**src/rtl/uart_rx_cfg.sv**
```systemverilog
// rtl/uart_rx_cfg.sv - parametrised oversampled UART receiver with parity, stop-bit config and break detect
module uart_rx_cfg #(
    parameter int DBITS = 8,
    parameter int OS    = 16
) (
    input  logic             clk,
    input  logic             reset,
    input  logic             s_tick,
    input  logic             rx,
    input  logic [1:0]       parity_mode,
    input  logic             two_stop,
    output logic [DBITS-1:0] rx_dout,
    output logic             rx_done,
    output logic             parity_err,
    output logic             frame_err,
    output logic             break_det
);

    localparam int CW = $clog2(OS);
    localparam int NW = (DBITS > 1) ? $clog2(DBITS) : 1;

    localparam logic [CW-1:0] C_S0   = CW'(OS / 2 - 1);
    localparam logic [CW-1:0] C_S1   = CW'(OS / 2);
    localparam logic [CW-1:0] C_VOTE = CW'(OS / 2 + 1);
    localparam logic [CW-1:0] C_END  = CW'(OS - 1);
    localparam logic [NW-1:0] N_LAST = NW'(DBITS - 1);

    localparam logic [2:0] S_IDLE      = 3'd0;
    localparam logic [2:0] S_START     = 3'd1;
    localparam logic [2:0] S_DATA      = 3'd2;
    localparam logic [2:0] S_PARITY    = 3'd3;
    localparam logic [2:0] S_STOP      = 3'd4;
    localparam logic [2:0] S_WAIT_HIGH = 3'd5;

    logic [2:0]       r_state;
    logic             r_sync1, r_sync2;
    logic [CW-1:0]    r_c;
    logic [NW-1:0]    r_n;
    logic             r_s0, r_s1;
    logic [DBITS-1:0] r_shift;
    logic             r_par_en, r_par_odd, r_two_stop;
    logic             r_stop_idx, r_stop0, r_par_bit;
    logic             r_perr_f, r_ferr_f;
    logic [DBITS-1:0] r_dout;
    logic             r_done, r_perr, r_ferr, r_brk;

    logic w_rxs, w_vote, w_vote_tick, w_end_tick, w_par_exp, w_last_stop, w_first_stop_val, w_counting;

    assign w_rxs            = r_sync2;
    assign w_vote           = (r_s0 & r_s1) | (r_s0 & w_rxs) | (r_s1 & w_rxs);
    assign w_vote_tick      = s_tick && (r_c == C_VOTE);
    assign w_end_tick       = s_tick && (r_c == C_END);
    assign w_par_exp        = (^r_shift) ^ r_par_odd;
    assign w_last_stop      = !r_two_stop || r_stop_idx;
    assign w_first_stop_val = r_stop_idx ? r_stop0 : w_vote;
    assign w_counting       = (r_state != S_IDLE) && (r_state != S_WAIT_HIGH);

    always_ff @(posedge clk or posedge reset) begin
        if (reset) begin
            r_state    <= S_IDLE;
            r_sync1    <= 1'b1;
            r_sync2    <= 1'b1;
            r_c        <= '0;
            r_n        <= '0;
            r_s0       <= 1'b0;
            r_s1       <= 1'b0;
            r_shift    <= '0;
            r_par_en   <= 1'b0;
            r_par_odd  <= 1'b0;
            r_two_stop <= 1'b0;
            r_stop_idx <= 1'b0;
            r_stop0    <= 1'b0;
            r_par_bit  <= 1'b0;
            r_perr_f   <= 1'b0;
            r_ferr_f   <= 1'b0;
            r_dout     <= '0;
            r_done     <= 1'b0;
            r_perr     <= 1'b0;
            r_ferr     <= 1'b0;
            r_brk      <= 1'b0;
        end else begin
            r_sync1 <= rx;
            r_sync2 <= r_sync1;
            r_done  <= 1'b0;

            if (w_counting && s_tick) begin
                if (r_c == C_S0) r_s0 <= w_rxs;
                if (r_c == C_S1) r_s1 <= w_rxs;
                r_c <= (r_c == C_END) ? '0 : r_c + CW'(1);
            end

            case (r_state)
                S_IDLE: begin
                    // A tick coinciding with start detection is dropped because c is forced to 0 here.
                    if (!w_rxs) begin
                        r_state    <= S_START;
                        r_c        <= '0;
                        r_par_en   <= (parity_mode == 2'd1) || (parity_mode == 2'd2);
                        r_par_odd  <= (parity_mode == 2'd2);
                        r_two_stop <= two_stop;
                        r_stop_idx <= 1'b0;
                        r_par_bit  <= 1'b0;
                        r_perr_f   <= 1'b0;
                        r_ferr_f   <= 1'b0;
                    end
                end
                S_START: begin
                    if (w_vote_tick && w_vote) begin
                        r_state <= S_IDLE;
                    end else if (w_end_tick) begin
                        r_state <= S_DATA;
                        r_n     <= '0;
                    end
                end
                S_DATA: begin
                    if (w_vote_tick) r_shift <= {w_vote, r_shift[DBITS-1:1]};
                    if (w_end_tick) begin
                        if (r_n == N_LAST) r_state <= r_par_en ? S_PARITY : S_STOP;
                        else               r_n     <= r_n + NW'(1);
                    end
                end
                S_PARITY: begin
                    if (w_vote_tick) begin
                        r_perr_f  <= (w_vote != w_par_exp);
                        r_par_bit <= w_vote;
                    end
                    if (w_end_tick) r_state <= S_STOP;
                end
                S_STOP: begin
                    // Completing at the vote of the last stop bit leaves half a bit of slack for the next start edge.
                    if (w_vote_tick) begin
                        if (!r_stop_idx) r_stop0 <= w_vote;
                        if (w_last_stop) begin
                            r_done  <= 1'b1;
                            r_dout  <= r_shift;
                            r_perr  <= r_perr_f;
                            r_ferr  <= r_ferr_f | !w_vote;
                            r_brk   <= (r_shift == '0) && !(r_par_en && r_par_bit) && !w_first_stop_val;
                            r_state <= w_vote ? S_IDLE : S_WAIT_HIGH;
                        end else if (!w_vote) begin
                            r_ferr_f <= 1'b1;
                        end
                    end
                    if (w_end_tick) r_stop_idx <= 1'b1;
                end
                S_WAIT_HIGH: begin
                    if (w_rxs) r_state <= S_IDLE;
                end
                default: r_state <= S_IDLE;
            endcase
        end
    end

    assign rx_dout    = r_dout;
    assign rx_done    = r_done;
    assign parity_err = r_perr;
    assign frame_err  = r_ferr;
    assign break_det  = r_brk;

endmodule
```
**config.mk**
```make
export PLATFORM = sky130hd
export DESIGN_NAME = uart_rx_cfg
export DESIGN_NICKNAME = d
export VERILOG_FILES = /design/src/rtl/uart_rx_cfg.sv
export SDC_FILE = /design/constraint.sdc
export NUM_CORES = 1
export LEC_CHECK = 0
export BUFFER_PORTS_ARGS = -buffer_cell sky130_fd_sc_hd__buf_2
export CORE_MARGIN = 3
export CORE_UTILIZATION = 35
export CTS_CLUSTER_DIAMETER = 30
export DETAILED_ROUTE_END_ITERATION = 16
export REMOVE_ABC_BUFFERS = 1
export SKIP_LAST_GASP = 1
export SLEW_MARGIN = 20
export SYNTH_ARGS = -nofsm -noshare
export SYNTH_HDL_FRONTEND = slang
export SYNTH_SLANG_ARGS = --single-unit
```
**constraint.sdc**
```tcl
create_clock -name clk -period 2.91 [get_ports clk]
set_clock_uncertainty 0.05 [all_clocks]
set_input_delay 0.873 -clock clk [delete_from_list [all_inputs] [get_ports clk]]
set_output_delay 0.873 -clock clk [all_outputs]
set_load 0.02 [all_outputs]
```
Yosys cells after proc, flatten, opt, wreduce, memory -nomap -nowiden
Index checks and enable logic that the tools add are counted.
- logic and storage cells: 128
- flip-flop bits (word level): 42
- output and inout bits: 12
- $add $sub $neg: 2
- bitwise logic cells: 8
- reductions and logical operators: 32
- mux-type cells: 36
- equality and inequality tests: 29
- operators by type and width (operator ; count):
    $mux W3 ; 15
    $ne A2 B2 Y1 const B ; 14
    $pmux W3 S6 ; 1
    $mux W4 ; 4
    $eq A4 B4 Y1 const B ; 3
    $mux W1 ; 11
    $reduce_and A2 Y1 ; 5
    $reduce_and A5 Y1 ; 2
    $eq A3 B3 Y1 const B ; 3
    $reduce_and A3 Y1 ; 3
    $logic_and A1 B1 Y1 ; 8
    $logic_not A8 Y1 ; 1
    $pmux W1 S2 ; 4
    $reduce_and A8 Y1 ; 1
    $reduce_xor A8 Y1 ; 1
    $eq A3 B2 Y1 const B ; 2
    $ne A3 B3 Y1 const B ; 2
    $pmux W3 S2 ; 1
    $reduce_bool A2 Y1 ; 3
    $add A4 B1 Y4 const B ; 1
    $eq A4 B3 Y1 const B ; 1
    $logic_not A1 Y1 ; 4
    $add A3 B1 Y3 const B ; 1
    $and A1 B1 Y1 ; 3
    10 further kinds ; 13

Longest topological paths before layout
Gate-level depths: netlist of run 1.
- depth in word-level cells: 7
- mapped depth: 9

Worst setup path before layout of run 1
Ideal clock, no wire load.
- path type: input-to-reg
- start point: input port s_tick
- end point: register r_state[0]
- required time: 2.738 ns
- cell stages on the path: 5
- setup slack: 0.908 ns
- arrival: 1.830 ns
- cell sequence: and4b_1 buf_4 a31oi_4 a311o_1 a32o_1
- cells in the longest elaborated chain, start to end: 4
- elaborated cells between the ends (all ways): 10
- those cells by class: eq/ne: 4; mux: 2; reduce/logical: 4
- RTL lines (what ; line ; RTL):
    from (decl) ; 8 ; input logic s_tick,
    $logic_and A1 B1 Y1 ; 51 ; assign w_vote_tick = s_tick && (r_c == C_VOTE);
    $logic_and A1 B1 Y1 ; 108 ; if (w_vote_tick && w_vote) begin
    $ne A3 B3 Y1 (no line) / $mux W3 (equally long branches) ; n/a ;
    $reduce_and A8 Y1 (no line) / $pmux W3 S6 (equally long branches) ; n/a ;
    to (signal assigned) ; 118 ; if (r_n == N_LAST) r_state <= r_par_en ? S_PARITY : S_STOP;
    to (signal assigned) ; 139 ; r_state <= w_vote ? S_IDLE : S_WAIT_HIGH;
    to (decl) ; 35 ; logic [2:0] r_state;
Parallel ways exist; a longest one is shown, timed or not.
A chain may end at the register's enable or synchronous reset.

Final worst setup path of run 1
- start point: register r_state[1]
- end point: register r_brk (netlist: break_det)
- cells in the longest elaborated chain, start to end: 2
- RTL lines (what ; line ; RTL):
    $eq A3 B3 Y1 ; 92 ; case (r_state)
    $reduce_and A3 Y1 (no line) ; n/a ;
    to (signal assigned) ; 138 ; r_brk <= (r_shift == '0) && !(r_par_en && r_par_bit) && !w_first_stop_val;
    to (decl) ; 45 ; logic r_done, r_perr, r_ferr, r_brk;
No other way between the ends.

==> results.sh, run 1 <==
export IMPL_status="complete, no violations"
export IMPL_r2r_end="break_det"
export IMPL_vias=1557
export IMPL_timing_slew_headroom_pct=57.7
export IMPL_tightest_slew_ps=635
export IMPL_area_growth_pct=11.6
export IMPL_cts_root_buf="clkbuf_8"
export IMPL_grt_max_degree=43
export IMPL_totalPowerFinal_mw=1.93
export IMPL_hold_path_class="flip-flop to flip-flop"
export IMPL_netlist_area_leader_share_pct=46.4
export IMPL_grt_pass1_vias=1517
export IMPL_syn_area_per_cell_um2=9.86
export IMPL_synthArstFlopShare_pct=100
export IMPL_clock_fmax_ghz=0.483
export IMPL_path_cells="nor2_1 -> nand4_1 -> buf_4 -> o21ai_0"
export IMPL_power_density_nw_per_um2=803
export IMPL_synthMuxAreaShare_pct=3.65
export IMPL_cp_max_fo=15
export IMPL_synth_seq_area_share_pct=48.8
export IMPL_startpoint_type="flip-flop"
export IMPL_antenna_found_initial=0
export IMPL_min_from="r_sync1"
export IMPL_numClockSinks=42
export IMPL_rsz0062_at_grt="false"
export IMPL_drt_first_pass_iters=4
export IMPL_nets=253
export IMPL_dp_cells=301
export IMPL_p_leak_nw=1.17
export IMPL_viasPerCell=5.06
export IMPL_ctsResizeCount=0
export IMPL_dr_wl_met2_mm=1.84
export IMPL_period_needed_ps=2070
export IMPL_h_tree_depth=2
export IMPL_ys_flop_type="dfrtp_1"
export IMPL_crit_type="flip-flop to flip-flop"
export IMPL_drive_above_1_share_pct=18.6
export IMPL_cts_setup_buffers=0
export IMPL_final_setup_viol_count=0
export IMPL_hold_viol=0
export IMPL_start_util_pct=37.6
export IMPL_syn_inst=219
export IMPL_port_buffers=18
export IMPL_path_clk_slew_ps=80
export IMPL_ios=19
export IMPL_holdPathStages=0
export IMPL_synth_seq_cells=42
export IMPL_fillCellCount=583
export IMPL_die_area_um2=7140
export IMPL_gp_routability_congestion=0.750
export IMPL_synth_xor_area_share_pct=2.84
export IMPL_yosysMostFrequentCell="dfrtp_1"
export IMPL_yosysWarningCount=0
export IMPL_ff2ff_path_depth=4
export IMPL_ant_nets=0
export IMPL_synth_cell_type_count=48
export IMPL_synth_adder_area_share_pct=6.32
export IMPL_synth_commonest_cells="40 x dfrtp_1, 36 x nand2_1, 28 x o21ai_0, 17 x inv_1, 10 x ha_1"
export IMPL_cts_tree="done"
export IMPL_core_area_um2=5740
export IMPL_r2r_start="r_state[1]"
export IMPL_wl_met3_um=121
export IMPL_drt_iter0_markers=121
export IMPL_post_drt_wl_per_cell_um=13.0
export IMPL_cpPeakStageDelay_ps=550
export IMPL_crit_slowest_cell="dfrtp_1"
export IMPL_synth_enable_flop_cells=0
export IMPL_hpwl_mm=2.80
export IMPL_die_h_um=84.5
export IMPL_synthSimpleGateAreaFrac_pct=16.2
export IMPL_syn_area_um2=2160
export IMPL_wl_met1_mm=1.97
export IMPL_grt_usage_pct=12.6
export IMPL_synth_largest_area_cell="dfrtp_1"
export IMPL_fin_crit_sh_pct=71.1
export IMPL_synth_compound_area_share_pct=15.9
export IMPL_grt_pass1_wl_mm=7.35
export IMPL_arrival_ps=2220
export IMPL_hold_buffers=0
export IMPL_antennaDiodeCount=0
export IMPL_routed_top_layer="met4"
export IMPL_finalNonFillerCells=308
export IMPL_ir_drop_mv=0.297
export IMPL_grt_overflow_total=0
export IMPL_drv_slew=0
export IMPL_fp_row_count=27
export IMPL_wl_mm=3.99
export IMPL_required_ps=3060
export IMPL_die_w_um=84.5
export IMPL_cts_buffers=5
export IMPL_min_to="r_sync2"
export IMPL_maxCapViolCount=0
export IMPL_crit_path_end_kind="flip-flop"
export IMPL_final_setup_tns_ps=0
export IMPL_synth_top_family_by_area="simple AND/OR/NAND/NOR gates"
export IMPL_synth_area_leaders="dfrtp_1 46%, o21ai_0 6.5%, nand2_1 6.3%"
export IMPL_r2r_slack_ps=840
export IMPL_route_detailed_drc=0
export IMPL_cts_path_max_buffers=2
export IMPL_worstSkewPairLatency_ps=290
## cells by family (layout without fill, tap and decap cells)
| group | count (synthesis) | in the layout |
|---|---|---|
| AO/OA/AOI/OAI | 53 | 53 |
| XOR/XNOR | 7 | 7 |
| adder cells (fa/ha/maj) | 11 | 11 |
| buffers and inverters | 29 | 46 |
| flip-flops | 42 | 42 |
| multiplexers | 7 | 7 |
| AND/OR/NAND/NOR | 70 | 70 |
## through the flow
step | cell area [um^2] | setup slack (ps) | hold slack [ps] | util [%]
global placement | 2300 | 627 | 296 | 40.0
finish | 2410 | 841 | 312 | 41.9
global route | 2410 | 576 | 321 | 41.9
CTS | 2410 | 785 | 311 | 41.9
floorplan | 2090 | 545 | 295 | -
detailed placement | 2300 | 548 | 299 | 40.0
## flip-flops by register name, summed over array words and instances, names as in the netlist, 3 cells and up
register / count
r_c: 4
r_n: 3
r_shift: 8
r_state: 3
rx_dout: 8
## critical path, delay by kind of cell (launching register included)
| kind | cells | cell delay (ps) |
|---|---|---|
| flops | 1 | 550 |
| compound gates | 1 | 200 |
| buf+inv | 1 | 350 |
| simple gates | 2 | 830 |
## power by group
group / switching (mW) / internal, mW / leakage, nW / total, mW
logic: 0.323 / 0.282 / 0.600 / 0.605
registers: 0.159 / 0.699 / 0.515 / 0.858
clock network: 0.197 / 0.275 / 0.0573 / 0.472
total: 0.679 / 1.26 / 1.17 / 1.93
## area by class of cell
cell class              count  area [um^2]  area share (%)
flip-flops and latches     42         1050            43.7
multi-input cells         148          968            40.2
repair buffers             22          120            4.99
well taps                  72         90.1            3.74
clock buffers               6         82.6            3.43
inverters                  17         63.8            2.65
clock inverters             1         30.0            1.25
## layout by cell type (no fill, tap or decap), types with 2 or more instances in the layout
cell and count:
a311o_1 2, a31oi_1 2, xor2_1 2, mux2_2 3, buf_2 18, a21o_1 2, nand4_1 2, mux2i_1 3
nand2_1 36, dfrtp_1 40, xnor2_1 5, dfstp_2 2, clkbuf_8 6, nand4b_1 2, inv_1 17, o21ai_0 28
buf_4 4, nand2b_1 2, nor2_1 9, a21oi_1 7, a311oi_1 2, nand3_1 5, nor4_1 2, ha_1 10
or3_1 3
## routing by layer
| layer | global-route usage, % | vias to the layer above |
|---|---|---|
| li1 | - | 789 |
| met1 | 17.2 | 743 |
| met2 | 19.3 | 21 |
| met3 | 3.04 | 4 |
| met4 | 5.18 | 0 |
| met5 | 0 | - |
## how the worst max path moves through the flow
stage               cells past startpoint          to       start  slack (ps)
detailed placement                      5   break_det      s_tick         550
global placement                        6  rx_dout[3]      s_tick         630
global route                            4   break_det  r_state[1]         580
floorplan                               3  parity_err      s_tick         540
finish                                  4   break_det  r_state[1]         840
CTS                                     4   break_det  r_state[1]         780
Note: power is estimated with default switching activity, not from simulation.
==> run 2: changes to the inputs <==
ABC_AREA = 1   (was unset)
clock period = 1.7 ns   (was 2.91 ns; I/O delays follow)
==> results.sh, run 2 <==
export IMPL_cts_tree="done"
export IMPL_dp_cells=340
export IMPL_grt_pass1_vias=1667
export IMPL_required_ps=1840
export IMPL_area_growth_pct=15.4
export IMPL_cpPeakStageDelay_ps=410
export IMPL_worst_path_buf_inv=1
export IMPL_netlist_area_leader_share_pct=46.7
export IMPL_clock_fmax_ghz=0.645
export IMPL_final_cell_mix="79 x nand2_1, 40 x dfrtp_1, 28 x inv_1"
export IMPL_cts_buffers=5
export IMPL_synth_compound_area_share_pct=10.7
export IMPL_grt_overflow_total=0
export IMPL_r2r_start="r_c[1]"
export IMPL_viasPerCell=4.62
export IMPL_synth_cell_type_count=30
export IMPL_antennaDiodeCount=0
export IMPL_p_leak_nw=1.26
export IMPL_grt_usage_pct=12.5
export IMPL_crit_path_end_kind="flip-flop"
export IMPL_die_w_um=84.2
export IMPL_ant_nets=0
export IMPL_cp_top_family="simple AND/OR/NAND/NOR gates"
export IMPL_core_area_um2=5710
export IMPL_grt_max_degree=43
export IMPL_path_clk_slew_ps=90
export IMPL_status="complete, no violations"
export IMPL_synth_adder_area_share_pct=5.84
export IMPL_synth_top_family_by_area="simple AND/OR/NAND/NOR gates"
export IMPL_synth_xor_area_share_pct=1.64
export IMPL_tightest_slew_ps=311
export IMPL_fin_crit_sh_pct=91.2
export IMPL_route_detailed_drc=0
export IMPL_drt_iter0_markers=68
export IMPL_numClockSinks=42
export IMPL_drive_above_1_share_pct=22.7
export IMPL_syn_area_per_cell_um2=8.64
export IMPL_startpoint="r_c[1]"
export IMPL_synth_enable_flop_cells=0
export IMPL_yosysWarningCount=0
export IMPL_path_common_cell="nand2_1"
export IMPL_syn_inst=248
export IMPL_ys_flop_type="dfrtp_1"
export IMPL_fp_row_count=27
export IMPL_cts_path_max_buffers=2
export IMPL_die_h_um=84.2
export IMPL_arrival_ps=1690
export IMPL_gp_routability_congestion=0.812
export IMPL_port_buffers=18
export IMPL_drt_first_pass_iters=4
export IMPL_crit_slowest_cell="dfrtp_1"
export IMPL_hold_path_class="input pin to async pin"
export IMPL_ios=19
export IMPL_antenna_found_initial=0
export IMPL_hold_buffers=0
export IMPL_power_density_nw_per_um2=1200
export IMPL_fin_hold_ws_ps=208
export IMPL_startpoint_type="flip-flop"
export IMPL_wl_mm=4.07
export IMPL_worstSkewPairLatency_ps=300
export IMPL_yosysMostFrequentCell="nand2_1"
export IMPL_start_util_pct=37.5
export IMPL_die_area_um2=7090
export IMPL_timing_slew_headroom_pct=79.3
export IMPL_path_cells="inv_2 -> ha_1 -> nand2_1 -> nor2_4 -> nand2_1 -> nand2_2 -> nand2_1 -> nand2_2 -> nand2_1 -> nand2_1 -> nand2_1"
export IMPL_vias=1618
export IMPL_hpwl_mm=2.97
export IMPL_maxCapViolCount=0
export IMPL_period_needed_ps=1550
export IMPL_crit_type="flip-flop to flip-flop"
export IMPL_cts_root_buf="clkbuf_8"
export IMPL_h_tree_depth=2
export IMPL_finalNonFillerCells=350
export IMPL_synthArstFlopShare_pct=100
export IMPL_drv_slew=0
export IMPL_synthSimpleGateAreaFrac_pct=26.0
export IMPL_synth_area_leaders="dfrtp_1 47%, nand2_1 14%, ha_1 5.8%"
export IMPL_hold_viol=0
export IMPL_synth_largest_area_cell="dfrtp_1"
export IMPL_syn_area_um2=2140
export IMPL_grt_pass1_wl_mm=7.16
export IMPL_final_setup_viol_count=0
export IMPL_synth_seq_cells=42
export IMPL_synth_commonest_cells="82 x nand2_1, 40 x dfrtp_1, 29 x inv_1, 14 x o21ai_0, 12 x nand3_1"
export IMPL_post_drt_wl_per_cell_um=11.6
export IMPL_synthMuxAreaShare_pct=0
export IMPL_synth_seq_area_share_pct=49.2
export IMPL_cp_max_fo=4
export IMPL_ir_drop_mv=0.581
export IMPL_layout_commonest_cell="nand2_1"
export IMPL_nets=294
-- run 2: cell count changes in the layout (fill, tap and decap cells not counted), moves of 4 or more --
cell	change
nand2_1	+43
o21ai_0	-14
inv_1	+11
nand3_1	+7
o21ai_1	+7
o21ai_2	+7
nand2_2	+4
nor2_4	+4
xnor2_1	-4
-- run 2: path summary, 6_finish.rpt --
check	cells past startpoint	end	slack [ps]
max in group asynchronous	3	r_sync1	1120
worst min register to register	0	r_sync2	320
worst min-delay path	3	rx_dout[1]	210
min in group clk	1	r_sync1	260
worst max-delay path	11	r_state[0]	150
worst max register to register	11	r_state[0]	150
-- run 2: timing repair --
action | in CTS | in global routing
resized for setup | 0 | 6
buffers inserted | 0 | 2
endpoints found under the setup margin | 0 | 6
-- run 2: cells by family after synthesis --
| logic type | Yosys count |
|---|---|
| and+or+nand+nor | 120 |
| DFF | 42 |
| AOI/OAI and AO/OA | 38 |
| buffers and inverters | 34 |
| adders and majority gates | 10 |
| xor gates and xnor gates | 4 |
-- run 2: metrics by stage --
| step | setup WS [ps] | setup TNS [ps] | util (%) | power [mW] | instance area, um^2 |
|---|---|---|---|---|---|
| after detailed placement | 53.9 | 0 | 41.1 | 2.28 | 2350 |
| after CTS | 43.1 | 0 | 42.8 | 2.97 | 2440 |
| after floorplan | 169 | 0 | - | 2.04 | 2130 |
| final | 150 | 0 | 43.3 | 2.97 | 2470 |
| after global routing | -0.00899 | -0.00899 | 43.3 | 3.23 | 2470 |
| after global placement | 87.5 | 0 | 41.1 | 2.25 | 2350 |
-- run 2: power by group --
| part | total (mW) | switching (mW) | internal [mW] |
|---|---|---|---|
| Combinational | 0.995 | 0.643 | 0.352 |
| Clock | 0.675 | 0.379 | 0.297 |
| Sequential | 1.30 | 0.160 | 1.14 |
| Total | 2.97 | 1.18 | 1.79 |
-- run 2: worst reg2reg max path, delay by kind of cell, from the launching register on --
kind | cells | cell delay (ps)
AND/OR/NAND/NOR | 9 | 780
flip-flops | 1 | 410
adder cells (fa/ha/maj) | 1 | 130
buffers and inverters | 1 | 80
-- run 2: cell type report --
cell class | instances | area (um^2)
Fill cell | 578 | 3240
Sequential cell | 42 | 1050
Multi-Input combinational cell | 172 | 962
Timing Repair Buffer | 24 | 148
Inverter | 32 | 125
Tap cell | 72 | 90.1
Clock buffer | 5 | 68.8
Clock inverter | 3 | 25.0
-- run 2: metal layers --
metal	vias to the layer above	part of all wire, %	global-route usage [%]	wire length (um)
li1	846	-	-	-
met1	751	48	14.5	1950
met2	19	48	21.8	1970
met3	2	3.1	4.22	127
met4	0	0.56	3.51	23
met5	-	0	0	0
==> run 3: changes to the inputs <==
PLACE_DENSITY = 0.5   (was unset)
==> results.sh, run 3 (synthesis gave the netlist of run 2 again) <==
export IMPL_status="complete, no violations"
export IMPL_grt_max_degree=43
export IMPL_numClockSinks=42
export IMPL_cts_path_max_buffers=2
export IMPL_drive_above_1_share_pct=22.9
export IMPL_rsz0062_at_grt="true"
export IMPL_start_util_pct=37.5
export IMPL_fin_hold_ws_ps=179
export IMPL_route_detailed_drc=0
export IMPL_post_drt_wl_per_cell_um=11.6
export IMPL_ir_drop_mv=0.694
export IMPL_core_area_um2=5710
export IMPL_grt_pass1_wl_mm=7.21
export IMPL_cts_buffers=5
export IMPL_drv_slew=0
export IMPL_hold_viol=0
export IMPL_period_needed_ps=1590
export IMPL_p_leak_nw=1.26
export IMPL_fin_crit_sh_pct=93.3
export IMPL_worstSkewPairLatency_ps=290
export IMPL_vias=1603
export IMPL_crit_path_end_kind="flip-flop"
export IMPL_grt_overflow_total=0
export IMPL_startpoint_type="flip-flop"
export IMPL_final_setup_viol_count=0
export IMPL_drt_first_pass_iters=4
export IMPL_area_growth_pct=16.1
export IMPL_ant_nets=0
export IMPL_grt_pass1_vias=1545
export IMPL_wl_mm=4.07
export IMPL_path_clk_slew_ps=80
export IMPL_gp_routability_congestion=0.870
export IMPL_port_buffers=18
export IMPL_cp_max_fo=19
export IMPL_hpwl_mm=2.99
export IMPL_worst_slack_ps=114
export IMPL_arrival_ps=1710
export IMPL_viasPerCell=4.57
export IMPL_power_density_nw_per_um2=1200
export IMPL_timing_slew_headroom_pct=80.2
export IMPL_tightest_slew_ps=296
export IMPL_layout_commonest_cell="nand2_1"
export IMPL_crit_type="flip-flop to flip-flop"
export IMPL_drt_iter0_markers=74
export IMPL_die_w_um=84.2
export IMPL_antenna_found_initial=0
export IMPL_grt_usage_pct=12.5
export IMPL_fp_row_count=27
export IMPL_cts_root_buf="clkbuf_8"
export IMPL_antennaDiodeCount=0
export IMPL_die_h_um=84.2
export IMPL_hold_buffers=0
export IMPL_clock_fmax_ghz=0.631
export IMPL_preCtsSetupSlack_ps=35.8
export IMPL_die_area_um2=7090
export IMPL_h_tree_depth=2
export IMPL_ios=19
export IMPL_required_ps=1830
export IMPL_hold_path_class="input pin to async pin"
export IMPL_cts_tree="done"
export IMPL_maxCapViolCount=0
export IMPL_nets=295
export IMPL_final_cell_mix="81 x nand2_1, 40 x dfrtp_1, 27 x inv_1"
[run 3: what timing repair did]
| item | in CTS | in global routing |
|---|---|---|
| resized for setup | 0 | 7 |
| setup buffers | 0 | 3 |
| setup endpoints to repair | 0 | 13 |
[run 3: final cells by class]
cell class,instances,area (um^2)
clock buffer,6,82.6
clock inverter,2,12.5
fill,573,3220
inverter,32,128
multi-input combinational,172,965
sequential,42,1050
tap,72,90.1
timing repair buffer,25,155
[run 3: worst max-delay path: stages (launching register included)]
cell and delay (ps):
dfrtp_1 410, inv_2 80, ha_1 140, nand2_1 90
nor2_4 140, buf_4 140, nand2_4 70, nor2_8 130
inv_6 90, nand2_1 60, o21ai_0 60
[run 3: metal layers]
metal / wire, um / global-route usage [%] / vias up / part of all wire [%]
met5: 0 / 0 / - / 0
met4: 42 / 4.39 / 0 / 1.0
met3: 127 / 3.04 / 4 / 3.1
met2: 1910 / 19.3 / 23 / 47
met1: 1990 / 17.1 / 725 / 49
li1: - / - / 851 / -
[run 3: final timing paths]
check / start / cells after the start / to / slack, ps
setup / recovery: r_c[1] / 10 / rx_dout[3] / 110
hold / removal: reset / 3 / r_c[3] / 180
setup reg to reg: r_c[1] / 10 / rx_dout[3] / 110
hold reg to reg: r_sync1 / 0 / r_sync2 / 310
max in group asynchronous: reset / 3 / r_sync1 / 1150
min in group clk: rx / 1 / r_sync1 / 260
[run 3: where the power goes]
part | switching [mW] | internal, mW
registers | 0.163 | 1.14
logic | 0.638 | 0.349
clock network | 0.351 | 0.327
[run 3: through the flow]
stage | power, mW | TNS [ps] | utilization, % | instance area [um^2] | std cells
5_1_grt | 3.25 | -36.8 | 43.5 | 2490 | 351
6_report | 2.97 | 0 | 43.5 | 2490 | 351
3_3_place_gp | 2.27 | 0 | 41.1 | 2350 | 340
2_1_floorplan | 2.04 | 0 | - | 2130 | 246
3_5_place_dp | 2.27 | 0 | 41.1 | 2350 | 340
4_1_cts | 2.98 | 0 | 42.8 | 2440 | 348
